==> src/rtl/u8acc_pkg.sv <==
// Shared types, parameter-port addresses and sequencer states for the u8 accelerator blocks.
package u8acc_pkg;

  typedef logic [7:0]  u8_t;
  typedef logic [10:0] u11_t;
  typedef logic [19:0] u20_t;
  typedef logic [23:0] u24_t;
  typedef logic [31:0] u32_t;

  localparam u8_t PADR_OUTW  = 8'd7;
  localparam u8_t PADR_PH    = 8'd9;
  localparam u8_t PADR_NCHEN = 8'd22;
  localparam u8_t PADR_LANE0 = 8'd24;
  localparam u8_t DESC_LAST  = 8'd22;

  // Last count value before a wait times out: 1024 and 2^24-1 cycles.
  localparam u24_t WDOG_RUN_LAST  = 24'd1023;
  localparam u24_t WDOG_IDLE_LAST = 24'hFFFFFE;

  typedef enum logic [3:0] {
    ST_IDLE, ST_FETCH, ST_WRITE, ST_SPLIT_WR, ST_SPLIT_STEP,
    ST_KICK, ST_WAIT_RUN, ST_WAIT_IDLE, ST_NEXT
  } seq_state_t;

  function automatic u24_t desc_adr(input u24_t base, input u8_t layer, input u8_t w,
                                    input int desc_words);
    return base + (u24_t'(layer) * u24_t'(desc_words * 4)) + u24_t'({w, 2'b00});
  endfunction

endpackage

==> src/rtl/u8lane_split.sv <==
// Lane start-position generator: lane i starts at linear offset i*pH, split into (y, x)
// by repeated subtraction of outW.
module u8lane_split
  import u8acc_pkg::*;
#(
  parameter int Np = 1
) (
  input  logic aclk,
  input  logic arst_n,
  input  logic i_go,
  input  u11_t i_outw,
  input  u20_t i_ph,
  output u8_t  o_lane,
  output u11_t o_x,
  output u11_t o_y,
  output logic o_wr,
  output logic o_fin
);

  localparam logic [20:0] STEP_SAT = 21'h100000;

  seq_state_t  r_state;
  u8_t         r_lane;
  u11_t        r_x;
  u11_t        r_y;
  logic [20:0] r_acc;
  logic [20:0] r_cnt;
  logic        r_fin;

  // Lane walk: emit one position, then divide the next offset down to a column.
  always_ff @(posedge aclk) begin
    if (!arst_n) begin
      r_state <= ST_IDLE;
      r_lane  <= 8'd0;
      r_x     <= 11'd0;
      r_y     <= 11'd0;
      r_acc   <= 21'd0;
      r_cnt   <= 21'd0;
      r_fin   <= 1'b0;
    end else begin
      r_fin <= 1'b0;
      case (r_state)
        ST_IDLE: begin
          if (i_go) begin
            r_lane  <= 8'd0;
            r_x     <= 11'd0;
            r_y     <= 11'd0;
            r_state <= ST_SPLIT_WR;
          end
        end
        ST_SPLIT_WR: begin
          if (r_lane == u8_t'(Np - 1)) begin
            r_fin   <= 1'b1;
            r_state <= ST_IDLE;
          end else begin
            r_acc   <= {10'd0, r_x} + {1'b0, i_ph};
            r_cnt   <= 21'd0;
            r_state <= ST_SPLIT_STEP;
          end
        end
        ST_SPLIT_STEP: begin
          // A zero outW never lets acc drop below it; the counter bounds the loop.
          if (r_cnt == STEP_SAT) begin
            r_x     <= 11'd0;
            r_lane  <= r_lane + 8'd1;
            r_state <= ST_SPLIT_WR;
          end else if (r_acc >= {10'd0, i_outw}) begin
            r_acc <= r_acc - {10'd0, i_outw};
            r_y   <= r_y + 11'd1;
            r_cnt <= r_cnt + 21'd1;
          end else begin
            r_x     <= r_acc[10:0];
            r_lane  <= r_lane + 8'd1;
            r_state <= ST_SPLIT_WR;
          end
        end
        default: r_state <= ST_IDLE;
      endcase
    end
  end

  assign o_lane = r_lane;
  assign o_x    = r_x;
  assign o_y    = r_y;
  assign o_wr   = (r_state == ST_SPLIT_WR);
  assign o_fin  = r_fin;

endmodule

==> src/rtl/u8layer_seq.sv <==
// Descriptor-driven layer sequencer for u8adrgen: fetch, write params, place lanes, kick, wait.
// Optional watchdog on the run handshake enabled by defining SEQ_WDOG_EN.
module u8layer_seq
  import u8acc_pkg::*;
#(
  parameter int Np         = 1,
  parameter int DESC_WORDS = 32
) (
  input  logic        aclk,
  input  logic        arst_n,
  input  logic        start,
  input  logic [23:0] desc_base,
  input  logic [7:0]  n_layers,
  output logic        busy,
  output logic        done,
  output logic [7:0]  layer_idx,
  output logic        mrd_req,
  output logic [23:0] mrd_adr,
  input  logic        mrd_ack,
  input  logic [31:0] mrd_data,
  output logic        pwe,
  output logic [7:0]  padr,
  output logic [31:0] pdata,
  output logic        kick,
  input  logic        run,
  output logic        err
);

  seq_state_t r_state;
  u24_t       r_base;
  u8_t        r_nlay;
  u8_t        r_layer_idx;
  u8_t        r_w;
  u11_t       r_outw;
  u20_t       r_ph;
  logic       r_busy, r_done, r_mrd_req, r_pwe, r_kick, r_split_go;
  u24_t       r_mrd_adr;
  u8_t        r_padr;
  u32_t       r_pdata;
`ifdef SEQ_WDOG_EN
  u24_t       r_wdog;
  logic       r_err;
`endif

  u8_t  w_lane;
  u11_t w_x, w_y;
  logic w_split_wr, w_split_fin;

  u8lane_split #(.Np(Np)) u_split (
    .aclk   (aclk),
    .arst_n (arst_n),
    .i_go   (r_split_go),
    .i_outw (r_outw),
    .i_ph   (r_ph),
    .o_lane (w_lane),
    .o_x    (w_x),
    .o_y    (w_y),
    .o_wr   (w_split_wr),
    .o_fin  (w_split_fin)
  );

  // Sequencer FSM; every port output is a register set on the transition into its state.
  always_ff @(posedge aclk) begin
    if (!arst_n) begin
      r_state <= ST_IDLE;     r_base <= 24'd0;     r_nlay <= 8'd0;
      r_layer_idx <= 8'd0;    r_w <= 8'd0;         r_outw <= 11'd0;
      r_ph <= 20'd0;          r_busy <= 1'b0;      r_done <= 1'b0;
      r_mrd_req <= 1'b0;      r_mrd_adr <= 24'd0;  r_pwe <= 1'b0;
      r_padr <= 8'd0;         r_pdata <= 32'd0;    r_kick <= 1'b0;
      r_split_go <= 1'b0;
`ifdef SEQ_WDOG_EN
      r_wdog <= 24'd0;        r_err <= 1'b0;
`endif
    end else begin
      r_done     <= 1'b0;
      r_split_go <= 1'b0;
      case (r_state)
        ST_IDLE: begin
          if (start) begin
`ifdef SEQ_WDOG_EN
            r_err <= 1'b0;
`endif
            r_base      <= desc_base;
            r_nlay      <= n_layers;
            r_layer_idx <= 8'd0;
            r_w         <= 8'd0;
            if (n_layers == 8'd0) begin
              r_done <= 1'b1;
            end else begin
              r_busy    <= 1'b1;
              r_mrd_req <= 1'b1;
              r_mrd_adr <= desc_adr(desc_base, 8'd0, 8'd0, DESC_WORDS);
              r_state   <= ST_FETCH;
            end
          end
        end
        ST_FETCH: begin
          if (mrd_ack) begin
            r_mrd_req <= 1'b0;
            r_pwe     <= 1'b1;
            r_padr    <= r_w;
            r_pdata   <= mrd_data;
            if (r_w == PADR_OUTW) r_outw <= mrd_data[10:0];
            if (r_w == PADR_PH)   r_ph   <= mrd_data[19:0];
            r_state   <= ST_WRITE;
          end
        end
        ST_WRITE: begin
          r_pwe <= 1'b0;
          if (r_w == DESC_LAST) begin
            r_split_go <= 1'b1;
            r_state    <= ST_SPLIT_WR;
          end else begin
            r_w       <= r_w + 8'd1;
            r_mrd_req <= 1'b1;
            r_mrd_adr <= desc_adr(r_base, r_layer_idx, r_w + 8'd1, DESC_WORDS);
            r_state   <= ST_FETCH;
          end
        end
        ST_SPLIT_WR: begin
          r_pwe   <= w_split_wr;
          r_padr  <= PADR_LANE0 + w_lane;
          r_pdata <= {5'd0, w_y, 5'd0, w_x};
          if (w_split_fin) begin
            r_kick  <= 1'b1;
            r_state <= ST_KICK;
          end
        end
        ST_KICK: begin
          r_kick  <= 1'b0;
`ifdef SEQ_WDOG_EN
          r_wdog  <= 24'd0;
`endif
          r_state <= ST_WAIT_RUN;
        end
        ST_WAIT_RUN: begin
`ifdef SEQ_WDOG_EN
          if (run) begin
            r_wdog  <= 24'd0;
            r_state <= ST_WAIT_IDLE;
          end else if (r_wdog == WDOG_RUN_LAST) begin
            r_err <= 1'b1; r_done <= 1'b1; r_busy <= 1'b0; r_state <= ST_IDLE;
          end else begin
            r_wdog <= r_wdog + 24'd1;
          end
`else
          if (run) r_state <= ST_WAIT_IDLE;
`endif
        end
        ST_WAIT_IDLE: begin
`ifdef SEQ_WDOG_EN
          if (!run) begin
            r_state <= ST_NEXT;
          end else if (r_wdog == WDOG_IDLE_LAST) begin
            r_err <= 1'b1; r_done <= 1'b1; r_busy <= 1'b0; r_state <= ST_IDLE;
          end else begin
            r_wdog <= r_wdog + 24'd1;
          end
`else
          if (!run) r_state <= ST_NEXT;
`endif
        end
        ST_NEXT: begin
          r_layer_idx <= r_layer_idx + 8'd1;
          if (r_layer_idx + 8'd1 == r_nlay) begin
            r_done  <= 1'b1;
            r_busy  <= 1'b0;
            r_state <= ST_IDLE;
          end else begin
            r_w       <= 8'd0;
            r_mrd_req <= 1'b1;
            r_mrd_adr <= desc_adr(r_base, r_layer_idx + 8'd1, 8'd0, DESC_WORDS);
            r_state   <= ST_FETCH;
          end
        end
        default: r_state <= ST_IDLE;
      endcase
    end
  end

  assign busy      = r_busy;
  assign done      = r_done;
  assign layer_idx = r_layer_idx;
  assign mrd_req   = r_mrd_req;
  assign mrd_adr   = r_mrd_adr;
  assign pwe       = r_pwe;
  assign padr      = r_padr;
  assign pdata     = r_pdata;
  assign kick      = r_kick;
`ifdef SEQ_WDOG_EN
  assign err       = r_err;
`else
  assign err       = 1'b0;
`endif

endmodule

==> config.mk <==
export PLATFORM = sky130hd
export DESIGN_NAME = u8layer_seq
export DESIGN_NICKNAME = d
export VERILOG_FILES = /design/src/rtl/u8acc_pkg.sv /design/src/rtl/u8lane_split.sv /design/src/rtl/u8layer_seq.sv
export SDC_FILE = /design/constraint.sdc
export NUM_CORES = 1
export LEC_CHECK = 0
export ABC_CLOCK_PERIOD_IN_PS = 4200
export CORE_ASPECT_RATIO = 1.25
export CORE_MARGIN = 4
export CORE_UTILIZATION = 49
export DETAILED_ROUTE_END_ITERATION = 6
export GPL_TIMING_DRIVEN = 1
export PLACE_DENSITY = 0.71
export SLEW_MARGIN = 10
export SYNTH_ARGS = -nofsm -noshare
export SYNTH_HDL_FRONTEND = slang
export SYNTH_SLANG_ARGS = --single-unit
export TNS_END_PERCENT = 100
==> constraint.sdc <==
create_clock -name aclk -period 4.2 [get_ports aclk]
set_input_delay 1.26 -clock aclk [delete_from_list [all_inputs] [get_ports aclk]]
set_output_delay 1.26 -clock aclk [all_outputs]
set_load 0.1 [all_outputs]
# --- After elaboration in Yosys (flattened, before gate mapping) ---
# Index checks and enable logic that the tools add are counted.
totals:
  ff_bits: 230
  latchBits: 0
  ramBits: 0
  rom_bits: 0
  memories: 0
op_classes:
  n_addsub: 11
  multipliers: 0
  n_div: 0
  order_cmp: 1
  n_eq_ne: 28
  n_shift: 0
  muxes: 65
  n_bitwise: 0
  n_reduce_logical: 30
ops:
  columns: ["cell", "n"]
  rows:
  - ["21-bit two-way mux", 6]
  - ["24-bit two-way mux", 4]
  - ["21-bit one-hot mux with 2 select lines", 2]
  - ["24-bit one-hot mux with 3 select lines", 1]
  - ["32-bit one-hot mux with 2 select lines", 1]
  - ["8-bit two-way mux", 7]
  - ["11-bit two-way mux", 5]
  - ["24-bit by 15-bit adder with 24-bit output", 2]
  - ["8-bit one-hot mux with 2 select lines", 3]
  - ["11-bit one-hot mux with 2 select lines", 2]
  - ["4-bit two-way mux", 9]
  - ["32-bit two-way mux", 1]
  - ["4-bit one-hot mux with 8 select lines", 1]
  - ["24-bit by 10-bit adder with 24-bit output", 1]
  - ["8-bit by 1-bit adder with 8-bit output (second input constant)", 3]
  - ["8-bit one-hot mux with 3 select lines", 1]
  - ["2-bit inequality test (second input constant)", 11]
  - ["11-bit by 20-bit adder with 21-bit output", 1]
  - ["21-bit by 1-bit adder with 21-bit output (second input constant)", 1]
  - ["21-bit == test (second input constant)", 1]
  - ["21-bit by 11-bit greater-or-equal comparator with 1-bit output", 1]
  - ["21-bit by 11-bit subtractor with 21-bit output", 1]
  - ["4-bit by 3-bit == test with 1-bit output (second input constant)", 4]
  - ["8-bit zero test", 2]
  - ["other kinds (27)", 64]

# --- Longest topological paths before layout ---
# Gate-level depths: netlist of run 1.
logic_depth:
  depth_word: 4
  mapped_depth: 14
  ltp_nobuf: 14

# --- Hierarchy ---
# Synthesis of run 1 repeated with hierarchy kept, for this count alone.
unflattened:
  cells_unflattened: 1647
  hier_area_um2: 13442.9
modules_own_cells:
  columns: ["module", "n_inst", "cells_per_inst", "area_each_um2", "seq_area_each_um2"]
  rows:
  - ["u8layer_seq", 1, 1059, 8420.6, 3062.9]
  - ["u8lane_split", 1, 588, 5022.3, 1501.4]

# --- Least setup slack after synthesis of run 1 ---
# No wires, ideal clock.
synth_timing:
  path_type: "reg-to-reg"
  start: "reg r_w[2]"
  end: "reg r_mrd_adr[18], in the netlist mrd_adr[18]"
  setup_time_ps: 119
  arrival_time_ps: 3566
  t_required_ps: 4081
  path_slack_ps: 514
  stages_incl_launch_ff: 15
  cell_sequence: "dfxtp_1 > clkbuf_1 > nand3_1 > or2_2 > nor2_1 > xor2_1 > fa_1 > ha_1 > nor2_1 > nor2_1 > nand3_1 > a311oi_1 > mux2i_1 > a2111o_1 > o221a_2"
synth_via:
  elab_chain_cells: 4
  elab_cells_between_ends: 7
  cone_classes: "add/sub: 2; eq/ne: 2; mux: 2; reduce/logical: 1"
synth_rtl:
  columns: ["item", "line_no", "rtl"]
  rows:
  - ["start: declaration", "u8layer_seq.sv:33", "u8_t r_w;"]
  - ["start signal: assignment", "u8layer_seq.sv:114", "r_w <= r_w + 8'd1;"]
  - ["8-bit by 1-bit adder with 8-bit output", "u8layer_seq.sv:116", "r_mrd_adr <= desc_adr(r_base, r_layer_idx, r_w + 8'd1, DESC_WORDS);"]
  - ["24-bit by 10-bit adder with 24-bit output", "u8acc_pkg.sv:27", "return base + (u24_t'(layer) * u24_t'(desc_words * 4)) + u24_t'({w, 2'b00});"]
  - ["24-bit two-way mux", "u8layer_seq.sv:110", "if (r_w == DESC_LAST) begin"]
  - ["24-bit one-hot mux with 3 select lines", "u8layer_seq.sv:77", "case (r_state)"]
  - ["end signal: assignment", "u8layer_seq.sv:92", "r_mrd_adr <= desc_adr(desc_base, 8'd0, 8'd0, DESC_WORDS);"]
  - ["end signal: assignment", "u8layer_seq.sv:116", null]
  - ["end signal: assignment", "u8layer_seq.sv:172", "r_mrd_adr <= desc_adr(r_base, r_layer_idx + 8'd1, 8'd0, DESC_WORDS);"]
  - ["end: declaration", "u8layer_seq.sv:37", "u24_t r_mrd_adr;"]
# Parallel ways exist; a longest one is shown, timed or not. The select of a mux whose other input is x is not followed.
# A chain may end at the register's enable or synchronous reset.

# --- Final worst setup path of run 1 ---
# Same ends and word-level chain as after synthesis.

==> tab_implementation.tex, run 1 <==
\begin{tabular}{lr}
\hline
Metric & Value \\
\hline
\multicolumn{2}{l}{\textbf{Run status}} \\
\quad Result of the run & finished clean \\
\multicolumn{2}{l}{\textbf{Layout}} \\
\quad Fillers & 2407 \\
\quad Fin area & 0.0155 sq mm \\
\quad Fraction of final layout cells sized beyond drive strength 1 & 0.0573 \\
\quad Antenna cell count & 0 \\
\quad Final core occ & 0.597 \\
\quad Area added between synthesis and finish & 20.0\% \\
\quad Post-layout net count & 1903 \\
\multicolumn{2}{l}{\textbf{Floorplan}} \\
\quad Core outline area & 0.0260 sq mm \\
\quad Die X & 153 microns \\
\quad Effective utilization at floorplan & 0.497 \\
\quad Boundary pin count & 147 \\
\quad Vertical die dimension & between 150 and 200 microns \\
\quad Placement row count & 66 \\
\quad Die area & about 0.029 sq mm \\
\multicolumn{2}{l}{\textbf{Pwr}} \\
\quad Leakage power summed over all cells & about 5.8 nW \\
\quad Gate power share & 0.432 \\
\quad PwrDens & 572 mW/mm\^{}2 \\
\quad Internal power of the cells & 0.00486 W \\
\quad Largest vdd supply drop & 0.618 mV \\
\quad Power share of the sequential group & 0.311 \\
\quad Power share of the clock group & 0.258 \\
\quad Switching part of the total power & 0.453 \\
\quad Switching Power & 0.00402 W \\
\quad Sum of internal, switching and leakage power & 0.00888 W \\
\multicolumn{2}{l}{\textbf{Synthesis}} \\
\quad Synthesized netlist cell count & 1656 \\
\quad Count of flip-flops with a built-in enable after synthesis & 0 \\
\quad Number of distinct standard cells referenced by the synthesized netlist & 73 \\
\quad Async set-or-reset flop fraction in the synthesized netlist & 0 \\
\quad Synthesized net count & about 1800 \\
\quad Yosys warning total & 0 \\
\quad Flip-flop and latch count after synthesis & 228 \\
\quad Sequential area share after synthesis & 0.353 \\
\quad Cell Area, Synth & 0.0129 sq mm \\
\quad Synth Flop Type & sky130\_fd\_sc\_hd\_\_dfxtp\_1 \\
\quad Synthesized area per cell & 7.81 sq um \\
\multicolumn{2}{l}{\textbf{Drt}} \\
\quad Drc violations & 0 \\
\quad 1st-pass router iterations & 5 \\
\quad Vias/cell & 5.99 \\
\quad Wire length reported by the detailed router & 39.0 mm \\
\quad Number of DRC violations after detailed-routing iteration 0 & 800 \\
\quad Vias post-DR & 12710 \\
\quad Post-DRT Antenna Nets & 0 \\
\quad Average detailed-routed wire length per instance & 18.4 microns \\
\multicolumn{2}{l}{\textbf{Setup path}} \\
\quad Worst-path fanout max & 9 \\
\quad Path type of the worst setup path & flip-flop to flip-flop \\
\quad Worst setup startpoint & r\_w[2] \\
\quad Kind of end point of the critical path & flip-flop \\
\quad Reg-to-reg critical path startpoint & r\_w[2] \\
\quad Critical path startpoint category & flip-flop \\
\quad Data arrival, critical path & 4.42 ns \\
\quad Data required, critical path & roughly 4.6 ns \\
\quad Worst R2R Setup Slack & 0.19 ns \\
\multicolumn{2}{l}{\textbf{Placed design}} \\
\quad Weighted congestion reported at the end of routability-driven placement & 0.943 \\
\quad Placed cell area & around 0.015 sq mm \\
\quad Detailed placement HPWL & about 28 mm \\
\quad Input/output buffers & 145 \\
\multicolumn{2}{l}{\textbf{STA}} \\
\quad Setup repair after global routing missed its margin & no \\
\quad Measured slew at the worst slew-check pin & $\sim$1.1 ns \\
\quad Max Clock Freq & 0.250 GHz \\
\quad Final count of negative-setup-slack endpoints & 0 \\
\quad Share of the cycle needed by the critical path after routing & 0.954 \\
\quad Final Max Slew Viols & 0 \\
\quad Relative max-transition margin & 0.292 \\
\quad Worst-case clock skew & between 0.015 and 0.02 ns \\
\quad Final Hold Violating Endpoints & 0 \\
\quad Time the worst path needs with I/O delays and setup & between 4 and 5 ns \\
\quad Post-Route Setup TNS & 0 ns \\
\quad Worst hold slack across all endpoints & 0.450 ns \\
\multicolumn{2}{l}{\textbf{Clock network}} \\
\quad Cts bufs inserted & 25 \\
\quad Reg clk slew, reported paths & 0.06 ns \\
\quad Resize count post-CTS & 0 \\
\quad Number of buffers between clock root and the deepest sink & 3 \\
\quad TritonCTS clock tree & done \\
\quad Htree depth & 1 \\
\quad Count of hold-fix buffers inserted at cts & 0 \\
\quad Skew-Pair Late Insertion Delay & 0.53 ns \\
\quad Number of clock sinks & 228 \\
\quad Clock Tree Root & sky130\_fd\_sc\_hd\_\_clkbuf\_16 \\
\quad Number of buffers added for setup after CTS & 0 \\
\multicolumn{2}{l}{\textbf{Global route}} \\
\quad Total gr overflow & 0 \\
\quad Wire length of the first global-routing pass & 62.7 mm \\
\quad Via count of the first global-routing pass & approximately 12000 \\
\quad Pin count of the biggest net entering global routing & just over 80 \\
\quad Number of antenna violations at the first check in global routing & 0 \\
\quad Overall Global Routing Usage & 0.256 \\
\multicolumn{2}{l}{\textbf{Hold path}} \\
\quad Startpoint of the worst hold path & r\_base[0] \\
\quad Worst min-delay path category & flip-flop to flip-flop \\
\multicolumn{2}{l}{\textbf{Flow run}} \\
\quad Max-cap violations & 0 \\
\hline
\end{tabular}
-- worst max-delay path, cell delays in order (launching register included) --
cell                       delay, ns
sky130_fd_sc_hd__dfxtp_1        0.49
sky130_fd_sc_hd__nand3_1        0.20
sky130_fd_sc_hd__or2_2          0.38
sky130_fd_sc_hd__nor2_1         0.14
sky130_fd_sc_hd__xor2_1         0.28
sky130_fd_sc_hd__fa_1           0.47
sky130_fd_sc_hd__ha_1           0.32
sky130_fd_sc_hd__nor2_1         0.05
sky130_fd_sc_hd__nor2_1         0.24
sky130_fd_sc_hd__nand3_1        0.19
sky130_fd_sc_hd__a311oi_1       0.37
sky130_fd_sc_hd__mux2i_1        0.12
sky130_fd_sc_hd__a2111o_1       0.40
sky130_fd_sc_hd__o221a_2        0.23
-- layer usage --
layer  GRT usage  vias to the layer above  routed length [microns]
met2       0.463                      426                    19500
met3      0.0284                      110                     1920
met4       0.110                        0                     1610
met1       0.308                     5993                    16000
li1            -                     6181                        -
met5           0                        -                        0
-- cell families (layout without fill, tap and decap cells) --
logic type,after synthesis,in the layout,share of synthesized area
AOI/OAI and AO/OA,446,446,0.225
xor gates and xnor gates,80,80,0.0552
adders and majority gates,71,71,0.0727
buffers and inverters,139,264,0.0407
DFF,228,228,0.353
muxes,16,16,0.0124
other,1,1,0.000290
and+or+nand+nor,675,675,0.241
-- registers in the layout (all words and copies together) (netlist names), 11 cells and up --
signal / flops
pdata: 32
r_ph: 20
r_base: 24
u_split.o_x: 11
u_split.o_y: 11
r_outw: 11
u_split.r_cnt: 21
mrd_adr: 24
u_split.r_acc: 21
-- final timing paths --
check	depth (start not counted)	endpoint
worst max-delay path	13	mrd_adr[18]
worst max register to register	13	mrd_adr[18]
worst min register to register	2	r_base[0]
worst min-delay path	2	r_base[0]
-- power by group through the flow --
stage	registers [W]	clock network (W)	logic (W)
final	0.00276	0.00229	0.00384
after global routing	0.00279	0.00241	0.00405
after CTS	0.00275	0.00232	0.00383
after detailed placement	0.00280	0	0.00382
after global placement	0.00279	0	0.00379
after floorplan	0.00436	0	0.00127
-- metrics by stage --
stage / worst slack, ns / cells
after floorplan: 0.514 / 1656
after global placement: 0.338 / 2076
after detailed placement: 0.252 / 2076
after CTS: 0.217 / 2121
after global routing: 0.00119 / 2121
final: 0.194 / 2121
-- layout make-up --
class | instances | area (sq um) | share of cell area
Clock buffer | 36 | 717 | 0.0462
Clock inverter | 9 | 128 | 0.00822
Inverter | 46 | 175 | 0.0113
Multi-Input combinational cell | 1289 | 7860 | 0.506
Sequential cell | 228 | 4560 | 0.294
Tap cell | 340 | 425 | 0.0274
Timing Repair Buffer | 173 | 1650 | 0.107
-- cells in the mapped netlist (6+ instances only) --
library cell | n | area (sq um)
sky130_fd_sc_hd__o21a_1 | 12 | 90.1
sky130_fd_sc_hd__and3_1 | 21 | 131
sky130_fd_sc_hd__o211ai_1 | 12 | 90.1
sky130_fd_sc_hd__xnor2_1 | 49 | 429
sky130_fd_sc_hd__nor4_1 | 10 | 62.6
sky130_fd_sc_hd__fa_1 | 7 | 140
sky130_fd_sc_hd__or2_2 | 11 | 68.8
sky130_fd_sc_hd__nand2_1 | 223 | 837
sky130_fd_sc_hd__o21ai_0 | 64 | 320
sky130_fd_sc_hd__inv_1 | 46 | 173
sky130_fd_sc_hd__nor2b_1 | 12 | 75.1
sky130_fd_sc_hd__a21boi_0 | 8 | 60.1
sky130_fd_sc_hd__or3_1 | 21 | 131
sky130_fd_sc_hd__a311oi_1 | 18 | 158
sky130_fd_sc_hd__a21o_1 | 8 | 60.1
sky130_fd_sc_hd__a221oi_1 | 15 | 131
sky130_fd_sc_hd__nor3_1 | 59 | 295
sky130_fd_sc_hd__o31ai_1 | 9 | 67.6
sky130_fd_sc_hd__mux2i_1 | 16 | 160
sky130_fd_sc_hd__clkbuf_1 | 89 | 334
sky130_fd_sc_hd__a31oi_1 | 19 | 119
sky130_fd_sc_hd__and4_1 | 6 | 52.6
sky130_fd_sc_hd__and2_1 | 9 | 56.3
sky130_fd_sc_hd__a211oi_1 | 23 | 173
sky130_fd_sc_hd__or4_1 | 13 | 97.6
sky130_fd_sc_hd__dfxtp_1 | 228 | 4560
sky130_fd_sc_hd__nand3_1 | 38 | 190
sky130_fd_sc_hd__nand2b_1 | 13 | 81.3
sky130_fd_sc_hd__nand4_1 | 13 | 81.3
sky130_fd_sc_hd__nor2_1 | 205 | 769
sky130_fd_sc_hd__o221ai_1 | 23 | 201
sky130_fd_sc_hd__a22oi_1 | 23 | 173
sky130_fd_sc_hd__ha_1 | 64 | 801
sky130_fd_sc_hd__a21oi_1 | 159 | 796
sky130_fd_sc_hd__xor2_1 | 30 | 263
-- layout by cell type, fill, tap and decap left out, drive strengths merged, types with 19 or more instances in the layout --
| cell type | netlist | routed |
|---|---|---|
| nand2 | 223 | 223 |
| clkdlybuf4s50 | 0 | 138 |
| inv | 46 | 47 |
| dfxtp | 228 | 228 |
| nor2 | 205 | 205 |
| o221ai | 23 | 23 |
| a31oi | 19 | 19 |
| or3 | 21 | 21 |
| buf | 4 | 35 |
| o21ai | 66 | 66 |
| nor3 | 60 | 60 |
| xnor2 | 49 | 49 |
| xor2 | 30 | 30 |
| ha | 64 | 64 |
| nand3 | 38 | 38 |
| a21oi | 159 | 159 |
| a211oi | 24 | 24 |
| a22oi | 23 | 23 |
| and3 | 21 | 21 |
| clkbuf | 89 | 36 |
Power figures use the tool's default switching activity.
==> run 2: changes to the inputs <==
- CORE_MARGIN: 4 -> 2
- SKIP_CTS_REPAIR_TIMING: unset -> 1
==> tab_implementation.tex, run 2 (same netlist as run 1, synthesis figures left out) <==
\begin{tabular}{lr}
\hline
Metric & Value \\
\hline
\multicolumn{2}{l}{\textbf{Setup path}} \\
\quad Worst-path fanout max & 7 (was 9) \\
\quad Worst-path cell chain & nand3\_1 -> or2\_2 -> nor2\_1 -> xor2\_1 -> fa\_1 -> ha\_1 -> nor2\_1 -> nor2\_2 -> nand3\_1 -> a311oi\_1 -> mux2i\_1 -> a2111o\_1 -> o221a\_2 (was nand3\_1 -> or2\_2 -> nor2\_1 -> xor2\_1 -> fa\_1 -> ha\_1 -> nor2\_1 -> nor2\_1 -> nand3\_1 -> a311oi\_1 -> mux2i\_1 -> a2111o\_1 -> o221a\_2) \\
\quad Data required, critical path & 4.63 ns (was 4.61 ns) \\
\quad Kind of end point of the critical path & flip-flop (unchanged) \\
\quad Reg-to-reg critical path startpoint & r\_w[0] (was r\_w[2]) \\
\quad Data arrival, critical path & 4.31 ns (was 4.42 ns) \\
\quad Critical-path top delay cell & sky130\_fd\_sc\_hd\_\_fa\_1 (was sky130\_fd\_sc\_hd\_\_dfxtp\_1) \\
\quad Maximum single-stage delay on the critical path & 0.48 ns (was 0.49 ns) \\
\quad Top delay family on crit path & simple AND/OR/NAND/NOR gates (unchanged) \\
\quad Worst path bufs/invs & 0 (unchanged) \\
\quad Critical path startpoint category & flip-flop (unchanged) \\
\quad Worst setup startpoint & r\_w[0] (was r\_w[2]) \\
\quad Path type of the worst setup path & flip-flop to flip-flop (unchanged) \\
\multicolumn{2}{l}{\textbf{Layout}} \\
\quad Fraction of final layout cells sized beyond drive strength 1 & 0.0627 (was 0.0573) \\
\quad Final core occ & 0.601 (was 0.597) \\
\quad Antenna cell count & 0 (unchanged) \\
\quad Fillers & 2376 (was 2407) \\
\quad Final cell count without fillers & 2126 (was 2121) \\
\quad Register area & 0.00456 sq mm (unchanged) \\
\quad Leading cell type in the layout, fill and taps excluded & sky130\_fd\_sc\_hd\_\_dfxtp\_1 (unchanged) \\
\quad Area added between synthesis and finish & 20.7\% (was 20.0\%) \\
\quad Number of flip-flops in the largest register & 32 (unchanged) \\
\quad Most frequent cells in the layout & 228 x sky130\_fd\_sc\_hd\_\_dfxtp\_1, 223 x sky130\_fd\_sc\_hd\_\_nand2\_1, 203 x sky130\_fd\_sc\_hd\_\_nor2\_1, 158 x sky130\_fd\_sc\_hd\_\_a21oi\_1, 138 x sky130\_fd\_sc\_hd\_\_clkdlybuf4s50\_1 (was 228 x sky130\_fd\_sc\_hd\_\_dfxtp\_1, 223 x sky130\_fd\_sc\_hd\_\_nand2\_1, 205 x sky130\_fd\_sc\_hd\_\_nor2\_1, 158 x sky130\_fd\_sc\_hd\_\_a21oi\_1, 138 x sky130\_fd\_sc\_hd\_\_clkdlybuf4s50\_1) \\
\quad Post-layout net count & 1910 (was 1903) \\
\quad Multi-input gate area & 0.00787 sq mm (was 0.00786 sq mm) \\
\multicolumn{2}{l}{\textbf{Floorplan}} \\
\quad Die area & 0.0277 sq mm (was 0.0291 sq mm) \\
\quad Boundary pin count & 147 (unchanged) \\
\quad Effective utilization at floorplan & 0.497 (unchanged) \\
\quad Die X & 149 microns (was 153 microns) \\
\quad Core outline area & 0.0260 sq mm (unchanged) \\
\quad Vertical die dimension & 186 microns (was 190 microns) \\
\quad Placement row count & 66 (unchanged) \\
\multicolumn{2}{l}{\textbf{Drt}} \\
\quad Vias/cell & 5.97 (was 5.99) \\
\quad Number of DRC violations after detailed-routing iteration 0 & 667 (was 800) \\
\quad Wire length reported by the detailed router & 38.6 mm (was 39.0 mm) \\
\quad Drc violations & 0 (unchanged) \\
\quad Average detailed-routed wire length per instance & 18.2 microns (was 18.4 microns) \\
\quad Vias post-DR & 12685 (was 12710) \\
\quad Post-DRT Antenna Nets & 0 (unchanged) \\
\quad 1st-pass router iterations & 5 (unchanged) \\
\multicolumn{2}{l}{\textbf{STA}} \\
\quad Measured slew at the worst slew-check pin & 1.05 ns (was 1.06 ns) \\
\quad Share of the cycle needed by the critical path after routing & 0.923 (was 0.954) \\
\quad Max Clock Freq & 0.258 GHz (was 0.250 GHz) \\
\quad Post-Route Setup TNS & 0 ns (unchanged) \\
\quad Final worst setup slack & 0.324 ns (was 0.194 ns) \\
\quad Final Hold Violating Endpoints & 0 (unchanged) \\
\quad Final Max Slew Viols & 0 (unchanged) \\
\quad Relative max-transition margin & 0.299 (was 0.292) \\
\quad Final count of negative-setup-slack endpoints & 0 (unchanged) \\
\quad Setup repair after global routing missed its margin & no (unchanged) \\
\quad Time the worst path needs with I/O delays and setup & 3.88 ns (was 4.01 ns) \\
\quad Worst-case clock skew & 0.0103 ns (was 0.0164 ns) \\
\quad Worst hold slack across all endpoints & 0.459 ns (was 0.450 ns) \\
\multicolumn{2}{l}{\textbf{Run status}} \\
\quad Result of the run & finished clean (unchanged) \\
\multicolumn{2}{l}{\textbf{Flow run}} \\
\quad Max-cap violations & 0 (unchanged) \\
\multicolumn{2}{l}{\textbf{Global route}} \\
\quad Overall Global Routing Usage & 0.274 (was 0.256) \\
\quad Number of antenna violations at the first check in global routing & 0 (unchanged) \\
\quad Pin count of the biggest net entering global routing & 88 (was 81) \\
\quad Total gr overflow & 0 (unchanged) \\
\quad Via count of the first global-routing pass & 12049 (was 12419) \\
\quad Wire length of the first global-routing pass & 61.8 mm (was 62.7 mm) \\
\multicolumn{2}{l}{\textbf{Clock network}} \\
\quad Cts bufs inserted & 25 (unchanged) \\
\quad Number of clock sinks & 228 (unchanged) \\
\quad Reg clk slew, reported paths & 0.06 ns (about the same) \\
\quad Skew-Pair Late Insertion Delay & 0.54 ns (was 0.53 ns) \\
\quad Number of buffers between clock root and the deepest sink & 3 (unchanged) \\
\quad Htree depth & 1 (unchanged) \\
\quad TritonCTS clock tree & done (unchanged) \\
\quad Clock Tree Root & sky130\_fd\_sc\_hd\_\_clkbuf\_16 (unchanged) \\
\multicolumn{2}{l}{\textbf{Placed design}} \\
\quad Weighted congestion reported at the end of routability-driven placement & 0.912 (was 0.943) \\
\quad Detailed placement HPWL & 27.9 mm (was 28.0 mm) \\
\quad Input/output buffers & 145 (unchanged) \\
\quad Cell Count Post-Placement & 2083 (was 2076) \\
\quad Worst slack after detailed placement & 0.272 ns (was 0.252 ns) \\
\multicolumn{2}{l}{\textbf{Pwr}} \\
\quad Leakage power summed over all cells & 5.86 nW (was 5.81 nW) \\
\quad Largest vdd supply drop & 0.459 mV (was 0.618 mV) \\
\quad PwrDens & 575 mW/mm\^{}2 (was 572 mW/mm\^{}2) \\
\multicolumn{2}{l}{\textbf{Hold path}} \\
\quad Worst min-delay path category & flip-flop to flip-flop (unchanged) \\
\quad Startpoint of the worst hold path & pdata[31] (was r\_base[0]) \\
\hline
\end{tabular}
[run 2: cell types whose count changed in the layout (fill, tap and decap cells not counted), sizes merged]
cell / previous run / this run
clkinv: 5 / 3
bufinv: 3 / 4
clkbuf: 36 / 34
clkinvlp: 0 / 1
buf: 35 / 42
[run 2: worst register-to-register path: stages, from the launching register on]
cell and delay [ns]:
sky130_fd_sc_hd__dfxtp_1 0.44, sky130_fd_sc_hd__nand3_1 0.18, sky130_fd_sc_hd__or2_2 0.38, sky130_fd_sc_hd__nor2_1 0.14
sky130_fd_sc_hd__xor2_1 0.28, sky130_fd_sc_hd__fa_1 0.48, sky130_fd_sc_hd__ha_1 0.33, sky130_fd_sc_hd__nor2_1 0.06
sky130_fd_sc_hd__nor2_2 0.19, sky130_fd_sc_hd__nand3_1 0.16, sky130_fd_sc_hd__a311oi_1 0.39, sky130_fd_sc_hd__mux2i_1 0.13
sky130_fd_sc_hd__a2111o_1 0.40, sky130_fd_sc_hd__o221a_2 0.22
[run 2: through the flow]
stage	cell area [sq um]	power (W)
2_1_floorplan	12900	0.00563
3_3_place_gp	14700	0.00658
3_5_place_dp	14700	0.00660
4_1_cts	15600	0.00900
5_1_grt	15600	0.00938
6_report	15600	0.00898
[run 2: final timing paths]
check	end	slack, ns	depth (start not counted)
worst max-delay path	mrd_adr[18]	0.32	13
worst min register to register	pdata[31]	0.46	2
worst max register to register	mrd_adr[18]	0.32	13
worst min-delay path	pdata[31]	0.46	2
[run 2: per-layer routing]
layer	track usage	vias to the layer above	routed length, microns
met2	0.496	405	19500
met5	0	-	0
met4	0.127	0	1660
met1	0.317	5988	15400
met3	0.0382	104	2060
li1	-	6188	-
[run 2: layout make-up]
| cell class | count | area share |
|---|---|---|
| clock buffer | 34 | 0.0461 |
| clock inverter | 9 | 0.0104 |
| tap | 340 | 0.0272 |
| multi-input combinational | 1289 | 0.504 |
| inverter | 46 | 0.0112 |
| timing repair buffer | 180 | 0.109 |
| sequential | 228 | 0.292 |
[run 2: power breakdown]
group | switching, W | internal [W]
logic | 0.00281 | 0.00101
clock network | 0.000940 | 0.00144
registers | 0.000288 | 0.00248
total | 0.00404 | 0.00494
